## config.mk

```make
export PLATFORM = sky130hd
export DESIGN_NAME = uart_tx_sched_flat
export DESIGN_NICKNAME = d
export VERILOG_FILES = /design/src/rtl/uart_ctrl_pkg.sv /design/src/rtl/uart_tx_sched_if.sv /design/src/rtl/rr_arbiter.sv /design/src/rtl/uart_tx_sched.sv /design/src/flat_wrapper.sv
export SDC_FILE = /design/constraint.sdc
export NUM_CORES = 1
export LEC_CHECK = 0
export BUFFER_PORTS_ARGS = -buffer_cell sky130_fd_sc_hd__buf_2
export CAP_MARGIN = 20
export CORE_UTILIZATION = 35
export DETAILED_ROUTE_END_ITERATION = 8
export PLACE_DENSITY = 0.56
export SYNTH_ARGS = -nofsm -noshare
export SYNTH_HDL_FRONTEND = slang
export SYNTH_SLANG_ARGS = --single-unit
```

## constraint.sdc

```tcl
create_clock -name clk -period 2.8 [get_ports clk]
set_clock_uncertainty 0.2 [all_clocks]
set_input_delay 0.7 -clock clk [delete_from_list [all_inputs] [get_ports clk]]
set_output_delay 0.7 -clock clk [all_outputs]
set_load 0.005 [all_outputs]
```

## src/rtl/uart_ctrl_pkg.sv

```systemverilog
// Shared types and sizing helpers for the UART transmit scheduler.
package uart_ctrl_pkg;

  localparam int unsigned UART_DATA_W = 8;

  typedef enum logic [2:0] {
    IDLE,
    ACCEPT,
    LAUNCH,
    WAIT_BUSY,
    WAIT_DONE
  } sched_state_e;

  // Index width that never collapses to zero bits.
  function automatic int unsigned ID_W(input int unsigned n);
    return (n <= 1) ? 1 : $clog2(n);
  endfunction

endpackage

```

## src/rtl/uart_tx_sched_if.sv

```systemverilog
// Requester byte streams, UART_Tx launch signals and grant status for uart_tx_sched.
interface uart_tx_sched_if
  import uart_ctrl_pkg::*;
#(
  parameter int unsigned NUM_REQ = 4
);
  localparam int unsigned IW = ID_W(NUM_REQ);

  logic [NUM_REQ-1:0]             req_valid;
  logic [UART_DATA_W*NUM_REQ-1:0] req_data;
  logic [NUM_REQ-1:0]             req_last;
  logic [NUM_REQ-1:0]             req_ready;
  logic                           tx_start;
  logic [UART_DATA_W-1:0]         tx_data;
  logic                           tx_busy;
  logic                           grant_valid;
  logic [IW-1:0]                  grant_id;
  logic                           err_timeout;

  // Requester/UART side.
  modport master (
    output req_valid, req_data, req_last, tx_busy,
    input  req_ready, tx_start, tx_data, grant_valid, grant_id, err_timeout
  );

  // Scheduler side.
  modport slave (
    input  req_valid, req_data, req_last, tx_busy,
    output req_ready, tx_start, tx_data, grant_valid, grant_id, err_timeout
  );

endinterface

```

## src/rtl/rr_arbiter.sv

```systemverilog
// Combinational round-robin pick: first set request at or after i_ptr, wrapping.
module rr_arbiter
  import uart_ctrl_pkg::*;
#(
  parameter  int unsigned NUM_REQ = 4,
  localparam int unsigned IW      = ID_W(NUM_REQ)
) (
  input  logic [NUM_REQ-1:0] i_req,
  input  logic [IW-1:0]      i_ptr,
  output logic [NUM_REQ-1:0] o_gnt_c,
  output logic [IW-1:0]      o_idx_c,
  output logic               o_any_c
);

  logic [IW-1:0] w_cand;

  // Scan from the farthest offset down so the closest request to i_ptr wins.
  always_comb begin
    o_idx_c = '0;
    o_any_c = 1'b0;
    w_cand  = '0;
    for (int k = NUM_REQ - 1; k >= 0; k--) begin
      w_cand = IW'((32'(i_ptr) + 32'(unsigned'(k))) % NUM_REQ);
      if (i_req[w_cand]) begin
        o_idx_c = w_cand;
        o_any_c = 1'b1;
      end
    end
  end

  assign o_gnt_c = o_any_c ? (NUM_REQ'(1) << o_idx_c) : '0;

endmodule

```

## src/rtl/uart_tx_sched.sv

```systemverilog
// Shares one UART_Tx between NUM_REQ byte-stream requesters; a granted
// requester keeps the line until its last byte has been shifted out.
module uart_tx_sched
  import uart_ctrl_pkg::*;
#(
  parameter int unsigned NUM_REQ      = 4,
  parameter int unsigned BUSY_TIMEOUT = 8,
  parameter int unsigned LOCK_TIMEOUT = 1024
) (
  input logic            clk,
  input logic            rst,
  uart_tx_sched_if.slave bus
);

  localparam int unsigned IW  = ID_W(NUM_REQ);
  localparam int unsigned BCW = ID_W(BUSY_TIMEOUT);
  localparam int unsigned LCW = ID_W(LOCK_TIMEOUT);

  sched_state_e           r_state;
  logic [IW-1:0]          r_rr_ptr;
  logic [IW-1:0]          r_grant_id;
  logic                   r_grant_valid;
  logic                   r_lock;
  logic                   r_last;
  logic [LCW-1:0]         r_lock_cnt;
  logic [BCW-1:0]         r_busy_cnt;
  logic                   r_tx_start;
  logic [UART_DATA_W-1:0] r_tx_data;
  logic [NUM_REQ-1:0]     r_req_ready;
  logic                   r_err;

  logic [NUM_REQ-1:0]     w_arb_gnt;
  logic [IW-1:0]          w_arb_idx;
  logic                   w_arb_any;
  logic                   w_xfer;
  logic [IW-1:0]          w_ptr_next;
  logic [BCW-1:0]         w_busy_inc;
  logic [LCW-1:0]         w_lock_inc;
  logic [UART_DATA_W-1:0] w_data;
  logic                   w_last;
  logic [NUM_REQ-1:0]     w_owner_oh;

  rr_arbiter #(.NUM_REQ(NUM_REQ)) u_arb (
    .i_req   (bus.req_valid),
    .i_ptr   (r_rr_ptr),
    .o_gnt_c (w_arb_gnt),
    .o_idx_c (w_arb_idx),
    .o_any_c (w_arb_any)
  );

  // Ready is only ever set for the owner, so any overlap is the owner's transfer.
  assign w_xfer     = |(bus.req_valid & r_req_ready);
  assign w_ptr_next = (r_grant_id == IW'(NUM_REQ - 1)) ? '0 : r_grant_id + IW'(1);
  assign w_busy_inc = r_busy_cnt + BCW'(1);
  assign w_lock_inc = r_lock_cnt + LCW'(1);
  assign w_data     = bus.req_data[UART_DATA_W*r_grant_id +: UART_DATA_W];
  assign w_last     = bus.req_last[r_grant_id];
  assign w_owner_oh = NUM_REQ'(1) << r_grant_id;

  always_ff @(posedge clk or negedge rst) begin
    if (!rst) begin
      r_state       <= IDLE;
      r_rr_ptr      <= '0;
      r_grant_id    <= '0;
      r_grant_valid <= 1'b0;
      r_lock        <= 1'b0;
      r_last        <= 1'b0;
      r_lock_cnt    <= '0;
      r_busy_cnt    <= '0;
      r_tx_start    <= 1'b0;
      r_tx_data     <= '0;
      r_req_ready   <= '0;
      r_err         <= 1'b0;
    end else begin
      r_tx_start <= 1'b0;
      r_err      <= 1'b0;
      unique case (r_state)
        IDLE: begin
          if (w_arb_any) begin
            r_grant_id    <= w_arb_idx;
            r_grant_valid <= 1'b1;
            r_req_ready   <= w_arb_gnt;
            r_state       <= ACCEPT;
          end
        end
        ACCEPT: begin
          if (w_xfer) begin
            r_tx_data   <= w_data;
            r_last      <= w_last;
            r_req_ready <= '0;
            r_tx_start  <= 1'b1;
            r_state     <= LAUNCH;
          end else if (!r_lock) begin
            r_grant_valid <= 1'b0;
            r_req_ready   <= '0;
            r_state       <= IDLE;
          end else if (w_lock_inc == LCW'(LOCK_TIMEOUT - 1)) begin
            // Owner stalled mid-message: revoke so others are not starved.
            r_err         <= 1'b1;
            r_lock        <= 1'b0;
            r_grant_valid <= 1'b0;
            r_req_ready   <= '0;
            r_rr_ptr      <= w_ptr_next;
            r_state       <= IDLE;
          end else begin
            r_lock_cnt <= w_lock_inc;
          end
        end
        LAUNCH: begin
          r_busy_cnt <= '0;
          r_state    <= WAIT_BUSY;
        end
        WAIT_BUSY: begin
          if (bus.tx_busy) begin
            r_state <= WAIT_DONE;
          end else if (w_busy_inc == BCW'(BUSY_TIMEOUT - 1)) begin
            // UART never acknowledged: drop the byte and the whole grant.
            r_err         <= 1'b1;
            r_lock        <= 1'b0;
            r_grant_valid <= 1'b0;
            r_rr_ptr      <= w_ptr_next;
            r_state       <= IDLE;
          end else begin
            r_busy_cnt <= w_busy_inc;
          end
        end
        WAIT_DONE: begin
          if (!bus.tx_busy) begin
            if (r_last) begin
              r_lock        <= 1'b0;
              r_grant_valid <= 1'b0;
              r_rr_ptr      <= w_ptr_next;
              r_state       <= IDLE;
            end else begin
              r_lock      <= 1'b1;
              r_lock_cnt  <= '0;
              r_req_ready <= w_owner_oh;
              r_state     <= ACCEPT;
            end
          end
        end
        default: r_state <= IDLE;
      endcase
    end
  end

  assign bus.req_ready   = r_req_ready;
  assign bus.tx_start    = r_tx_start;
  assign bus.tx_data     = r_tx_data;
  assign bus.grant_valid = r_grant_valid;
  assign bus.grant_id    = r_grant_id;
  assign bus.err_timeout = r_err;

endmodule

```

## src/flat_wrapper.sv

```systemverilog
// flat-port wrapper written by rule: the top's interface ports become plain ports
module uart_tx_sched_flat import uart_ctrl_pkg::*;
#(
  parameter int unsigned NUM_REQ      = 4,
  parameter int unsigned BUSY_TIMEOUT = 8,
  parameter int unsigned LOCK_TIMEOUT = 1024
)
  (clk, rst, bus_req_valid, bus_req_data, bus_req_last, bus_tx_busy, bus_req_ready, bus_tx_start, bus_tx_data, bus_grant_valid, bus_grant_id, bus_err_timeout);
  uart_tx_sched_if #(.NUM_REQ(NUM_REQ)) bus_i ();
  input logic clk;
  input logic rst;
  input wire logic [$bits(bus_i.req_valid)-1:0] bus_req_valid;
  input wire logic [$bits(bus_i.req_data)-1:0] bus_req_data;
  input wire logic [$bits(bus_i.req_last)-1:0] bus_req_last;
  input wire logic [$bits(bus_i.tx_busy)-1:0] bus_tx_busy;
  output wire logic [$bits(bus_i.req_ready)-1:0] bus_req_ready;
  output wire logic [$bits(bus_i.tx_start)-1:0] bus_tx_start;
  output wire logic [$bits(bus_i.tx_data)-1:0] bus_tx_data;
  output wire logic [$bits(bus_i.grant_valid)-1:0] bus_grant_valid;
  output wire logic [$bits(bus_i.grant_id)-1:0] bus_grant_id;
  output wire logic [$bits(bus_i.err_timeout)-1:0] bus_err_timeout;
  assign bus_i.req_valid = bus_req_valid;
  assign bus_i.req_data = bus_req_data;
  assign bus_i.req_last = bus_req_last;
  assign bus_i.tx_busy = bus_tx_busy;
  assign bus_req_ready = bus_i.req_ready;
  assign bus_tx_start = bus_i.tx_start;
  assign bus_tx_data = bus_i.tx_data;
  assign bus_grant_valid = bus_i.grant_valid;
  assign bus_grant_id = bus_i.grant_id;
  assign bus_err_timeout = bus_i.err_timeout;
  uart_tx_sched #(.NUM_REQ(NUM_REQ), .BUSY_TIMEOUT(BUSY_TIMEOUT), .LOCK_TIMEOUT(LOCK_TIMEOUT)) u_core (.clk(clk), .rst(rst), .bus(bus_i));
endmodule
```

Word-level counts from Yosys, hierarchy flattened
Index checks and enable logic that the tools add are counted.
{"block": "totals", "output_inout_bits": 17, "word_cells": 139, "inputBits": 43, "reg_bits": 37}
{"block": "op_classes", "n_addsub": 6, "bitwise": 1, "eq_ne": 21, "muxes": 75, "n_lt_le_gt_ge": 5, "reduce_logical": 16, "shifts": 3}
{"operator": "2-to-1 mux 10 bit", "count": 5}
{"operator": "indexed part select 32 x 6 -> 8 bit", "count": 1}
{"operator": "2-to-1 mux 1 bit", "count": 30}
{"operator": "2-to-1 mux 3 bit", "count": 9}
{"operator": "2-to-1 mux 2 bit", "count": 12}
{"operator": "2-to-1 mux 4 bit", "count": 6}
{"operator": "one-hot mux 10 bit (2 select lines)", "count": 1}
{"operator": "AND reduction 8 bit", "count": 2}
{"operator": "< comparator 2 x 3 -> 1 bit (second input constant)", "count": 5}
{"operator": "one-hot mux 3 bit (5 select lines)", "count": 1}
{"operator": "!= test 2 bit (second input constant)", "count": 7}
{"operator": "one-hot mux 4 bit (3 select lines)", "count": 1}
{"operator": "adder 10 x 1 -> 10 bit (second input constant)", "count": 1}
{"operator": "binary-select mux 1 bit (select 2 bit)", "count": 5}
{"operator": "== test 10 bit (second input constant)", "count": 1}
{"operator": "AND reduction 5 bit", "count": 2}
{"operator": "!= test 2 x 1 -> 1 bit (second input constant)", "count": 4}
{"operator": "left shift 1 x 2 -> 4 bit (first input constant)", "count": 2}
{"operator": "== test 3 x 2 -> 1 bit (second input constant)", "count": 2}
{"operator": "== test 3 bit (second input constant)", "count": 2}
{"operator": "one-hot mux 2 bit (3 select lines)", "count": 1}
{"operator": "one-hot mux 3 bit (2 select lines)", "count": 1}
{"operator": "AND reduction 6 bit", "count": 1}
{"operator": "nonzero test 3 bit", "count": 2}
{"operator": "19 further kinds", "count": 23}

Longest topological paths before layout
{"block": "logic_depth", "ltp_word": 10, "depth_mapped": 7, "mapped_depth_nobuf": 6}

Modules after synthesis
Synthesis repeated with hierarchy kept, for this count alone.
{"block": "unflattened", "hier_cells": 232, "area_unflattened_um2": 2401.1}
{"module": "uart_tx_sched", "area_each_um2": 2218.4, "instances": 1, "cells_per_inst": 203, "seq_area_each_um2": 925.9}
{"module": "rr_arbiter", "area_each_um2": 182.7, "instances": 1, "cells_per_inst": 29, "seq_area_each_um2": 0.0}

Worst setup path after synthesis
OpenSTA, ideal clock, no wires.
{"block": "synth_timing", "kind": "input-to-reg", "start": "in bus_req_valid[0]", "end": "reg u_core.r_lock_cnt[1]", "path_stages": 5, "setup_time_ps": 125, "slack_ps": 503, "required_ps": 2475, "path_buffers": 0, "t_arrival_ps": 1972, "cell_sequence": "a22oi_2 -> nand2_1 -> a221o_1 -> a31oi_1 -> mux2_2"}
{"block": "synth_between", "elab_chain_cells": 4}
{"item": "from (decl)", "line": "flat_wrapper.sv:12", "rtl": "input wire logic [$bits(bus_i.req_valid)-1:0] bus_req_valid;"}
{"item": "AND 4 bit", "line": "uart_tx_sched.sv:52", "rtl": "assign w_xfer = |(bus.req_valid & r_req_ready);"}
{"item": "OR reduction 4 bit", "line": "uart_tx_sched.sv:52"}
{"item": "!= test 2 bit (no source line)"}
{"item": "AND reduction 6 bit (no source line)"}
{"item": "to (signal assigned)", "line": "uart_tx_sched.sv:106", "rtl": "r_lock_cnt <= w_lock_inc;"}
{"item": "to (decl)", "line": "uart_tx_sched.sv:25", "rtl": "logic [LCW-1:0] r_lock_cnt;"}
Every way passes these cells.
A chain may end at the register's enable or synchronous reset.

Final worst setup path
{"block": "layout_timing", "start": "reg u_core.r_lock_cnt[0]", "end": "reg u_core.r_lock_cnt[6]"}
{"block": "layout_between", "elab_chain_cells": 5, "elab_cells_between_ends": 8, "cone_classes": "1 x add/sub; 2 x eq/ne; 4 x mux; 1 x reduce/logical"}
{"item": "adder 10 x 1 -> 10 bit *", "line": "uart_tx_sched.sv:55", "rtl": "assign w_lock_inc = r_lock_cnt + LCW'(1);"}
{"item": "branches (longest 4 deep; another with == test 10 bit)"}
Mark *: on every way between the ends. The select of a mux whose other input is x is not followed.

==> results.py <==
metrics = {
    "critical_path": {
        "cp_slowest_cell": "dfrtp_1",
        "cp-end-kind": "register",
        "arrival_ns": 2.45,
        "crit_fanout": 9,
        "critical_path_class": "register to register",
        "worstPathCellList": "ha_1 -> nand2_1 -> a211oi_2 -> o22ai_2 -> a211o_1 -> o41ai_2",
        "critPathBufInv": 0,
        "path_delay_family": "compound AO/OA/AOI/OAI gates",
        "slowest_delay_ns": 0.46,
        "start_kind": "register",
        "cp.required_ns": 2.79,
    },
    "die": {
        "rows": 29,
        "die_x_um": 83.9,
        "core_sq_um": 6420,
        "die_y_um": 83.9,
        "start_util_pct": 36.5,
        "io_pins": 60,
        "dieArea_sq_um": 7040,
    },
    "synthesis": {
        "synth_enable_flop_cells": 0,
        "async_flop_share_pct": 100,
        "syn_nets": 264,
        "synth.distinct_cells": 60,
        "ys.flop_type": "dfrtp_1",
        "synth_xor_area_share_pct": 1.12,
        "synth.top_cell.area_share_pct": 39.4,
        "synth_top_family_by_area": "compound AO/OA/AOI/OAI gates",
        "synthAdderAreaFrac_pct": 2.67,
        "synth.most_common_cell": "dfrtp_1",
        "yosysWarnings": 0,
        "synth_cells": 216,
        "synth_area_leaders": "dfrtp_1, mux4_2, mux2_2",
        "avgSynthCellArea_sq_um": 10.9,
        "synth_compound_area_share_pct": 19.7,
        "synth_mux_area_share_pct": 16.7,
        "yosysTopAreaCell": "dfrtp_1",
        "syn_area_sq_um": 2350,
        "synth_simple_gate_area_share_pct": 17.2,
        "ys_top_cells_by_count": "dfrtp_1, mux2_2, nand2_1",
        "synth-seq-cells": 37,
        "ys_seq_area_share_pct": 39.4,
    },
    "timing": {
        "finalSetupTns_ns": 0,
        "max_slew_margin_pct": 44.0,
        "setup_viol": 0,
        "period_share_pct": 87.8,
        "slew_violations": 0,
        "fmax_mhz": 407,
        "hold_viol_final": 0,
        "tightest_slew_ns": 0.840,
        "period_minus_slack_ns": 2.46,
        "rsz0062_at_grt": "no",
    },
    "clock_tree": {
        "cts_tree": "done",
        "hold_buffers": 0,
        "ctsRootBufferMaster": "clkbuf_8",
        "clock_sinks": 37,
        "post_cts_resized": 0,
        "clkLatencyLatePin_ns": 0.29,
        "clock_path_buffers": 2,
        "htree_levels": 2,
        "numCtsBuffers": 5,
        "cts.reportedPaths.clkPinSlew_ns": 0.08,
        "post_cts_buffers": 0,
    },
    "global_route": {
        "first_global_vias": 1946,
        "grt_pass1_wl_mm": 9.28,
        "antenna_found_initial": 0,
        "grt_max_degree": 38,
        "grt_remaining_overflow": 0,
        "grt.total_usage_pct": 16.4,
    },
    "power": {
        "leakage_uw": 0.00126,
        "share_comb_of_total_power_pct": 50.2,
        "power.total_uw": 2970,
        "p_per_area_nw_per_um2": 1050,
        "p_sw_share_pct": 42.0,
        "pwr-share-seq_pct": 37.4,
        "pwr-share-clk_pct": 12.4,
        "p_int_uw": 1720,
        "p_sw_uw": 1250,
        "vdd_drop_max_mv": 0.533,
    },
    "route": {
        "wl_per_cell_um": 15.1,
        "viasPerCell": 5.46,
        "route.detailed.drc": 0,
        "drtIter0Drc": 71,
        "antenna_left": 0,
        "totalWireLength_mm": 5.41,
        "drt-pass1-iter-count": 4,
        "vias": 1955,
    },
    "finish": {
        "drive_gt1_share_pct": 40.9,
        "num-fill-cells": 616,
        "syn2layout_area_growth_pct": 20.4,
        "fin_nets": 328,
        "antennaDiodeCount": 0,
        "fin_util_pct": 44.0,
        "multiInputGateArea_sq_um": 1350,
        "post-route-cell-area_sq_um": 2830,
        "regArea_sq_um": 926,
        "fin_cells": 358,
    },
    "placement": {
        "hpwl_mm": 4.12,
        "io_buffers": 59,
        "place_inst": 350,
        "finalWeightedCongestion": 0.856,
        "postPlaceCellArea_sq_um": 2740,
    },
    "run_status": {
        "status": "completed",
    },
    "hold_path": {
        "hold_class": "register to register",
    },
    "job": {
        "drv_cap": 0,
    },
}
==> state kept, by name, indices dropped and copies added (netlist names), 2 cells and up <==
register              count
u_core.bus.tx_data        8
u_core.r_busy_cnt         3
u_core.bus.grant_id       2
u_core.r_state            3
u_core.r_lock_cnt        10
u_core.r_rr_ptr           2
u_core.bus.req_ready      4
==> per-stage QoR <==
step	worst slack, ns	hold WS [ns]
floorplan	0.503	0.204
global placement	0.227	0.286
detailed placement	0.188	0.290
CTS	0.321	0.309
global route	0.175	0.316
finish	0.341	0.303
==> worst paths after layout <==
path / end / startpoint / depth (start not counted) / slack (ns)
max in group asynchronous: u_core.bus.req_ready[1] / rst / 1 / 1.56
setup / recovery: u_core.r_lock_cnt[6] / u_core.r_lock_cnt[0] / 6 / 0.34
min in group asynchronous: u_core.bus.tx_data[5] / rst / 1 / 0.31
hold / removal: u_core.bus.tx_data[7] / u_core.bus.tx_data[7] / 1 / 0.30
hold reg to reg: u_core.bus.tx_data[7] / u_core.bus.tx_data[7] / 1 / 0.30
setup reg to reg: u_core.r_lock_cnt[6] / u_core.r_lock_cnt[0] / 6 / 0.34
==> cell usage in the layout (no fill, tap or decap), types with 3 or more instances in the layout <==
master    Yosys  routed
nor2_1       12      12
a21oi_1      10      10
inv_1         6       6
and3_1        3       3
clkbuf_8      0       5
buf_4         2       7
nand2_1      14      14
o21a_1        3       3
mux4_2        9       9
ha_1          5       5
nand3_1      11      11
o31ai_1       3       3
nor3b_1       3       3
a31oi_1       4       4
mux2_2       16      16
buf_2         3      59
o41ai_1       4       4
dfrtp_1      37      37
nand2b_1      3       3
o41ai_2       4       4
o21ai_0      13      13
==> per-layer routing <==
metal | track usage [%] | vias up | wire length, um
li1 | - | 964 | -
met5 | 0 | - | 0
met4 | 4.39 | 0 | 51
met1 | 21.6 | 951 | 2490
met3 | 3.07 | 7 | 186
met2 | 27.5 | 33 | 2680
==> layout make-up <==
type                    count  area share, %
clock buffers               5           2.44
clock inverters             3          0.620
inverters                   6          0.797
multi-input cells         164           47.7
flip-flops and latches     37           32.8
well taps                  77           3.41
repair buffers             66           12.3
==> cells by family after synthesis <==
| family | after synthesis |
|---|---|
| muxes | 26 |
| buffers and inverters | 15 |
| AOI/OAI and AO/OA | 60 |
| and+or+nand+nor | 70 |
| DFF | 37 |
| adders and majority gates | 5 |
| xor gates and xnor gates | 3 |
==> power by group through the flow <==
stage | clock network, uW | registers, uW | logic [uW]
2_1_floorplan | 0 | 980 | 1210
3_3_place_gp | 0 | 1110 | 1490
3_5_place_dp | 0 | 1120 | 1510
4_1_cts | 383 | 1110 | 1510
5_1_grt | 403 | 1160 | 1660
6_report | 368 | 1110 | 1490
No activity file was read; power rests on OpenSTA's default activity.
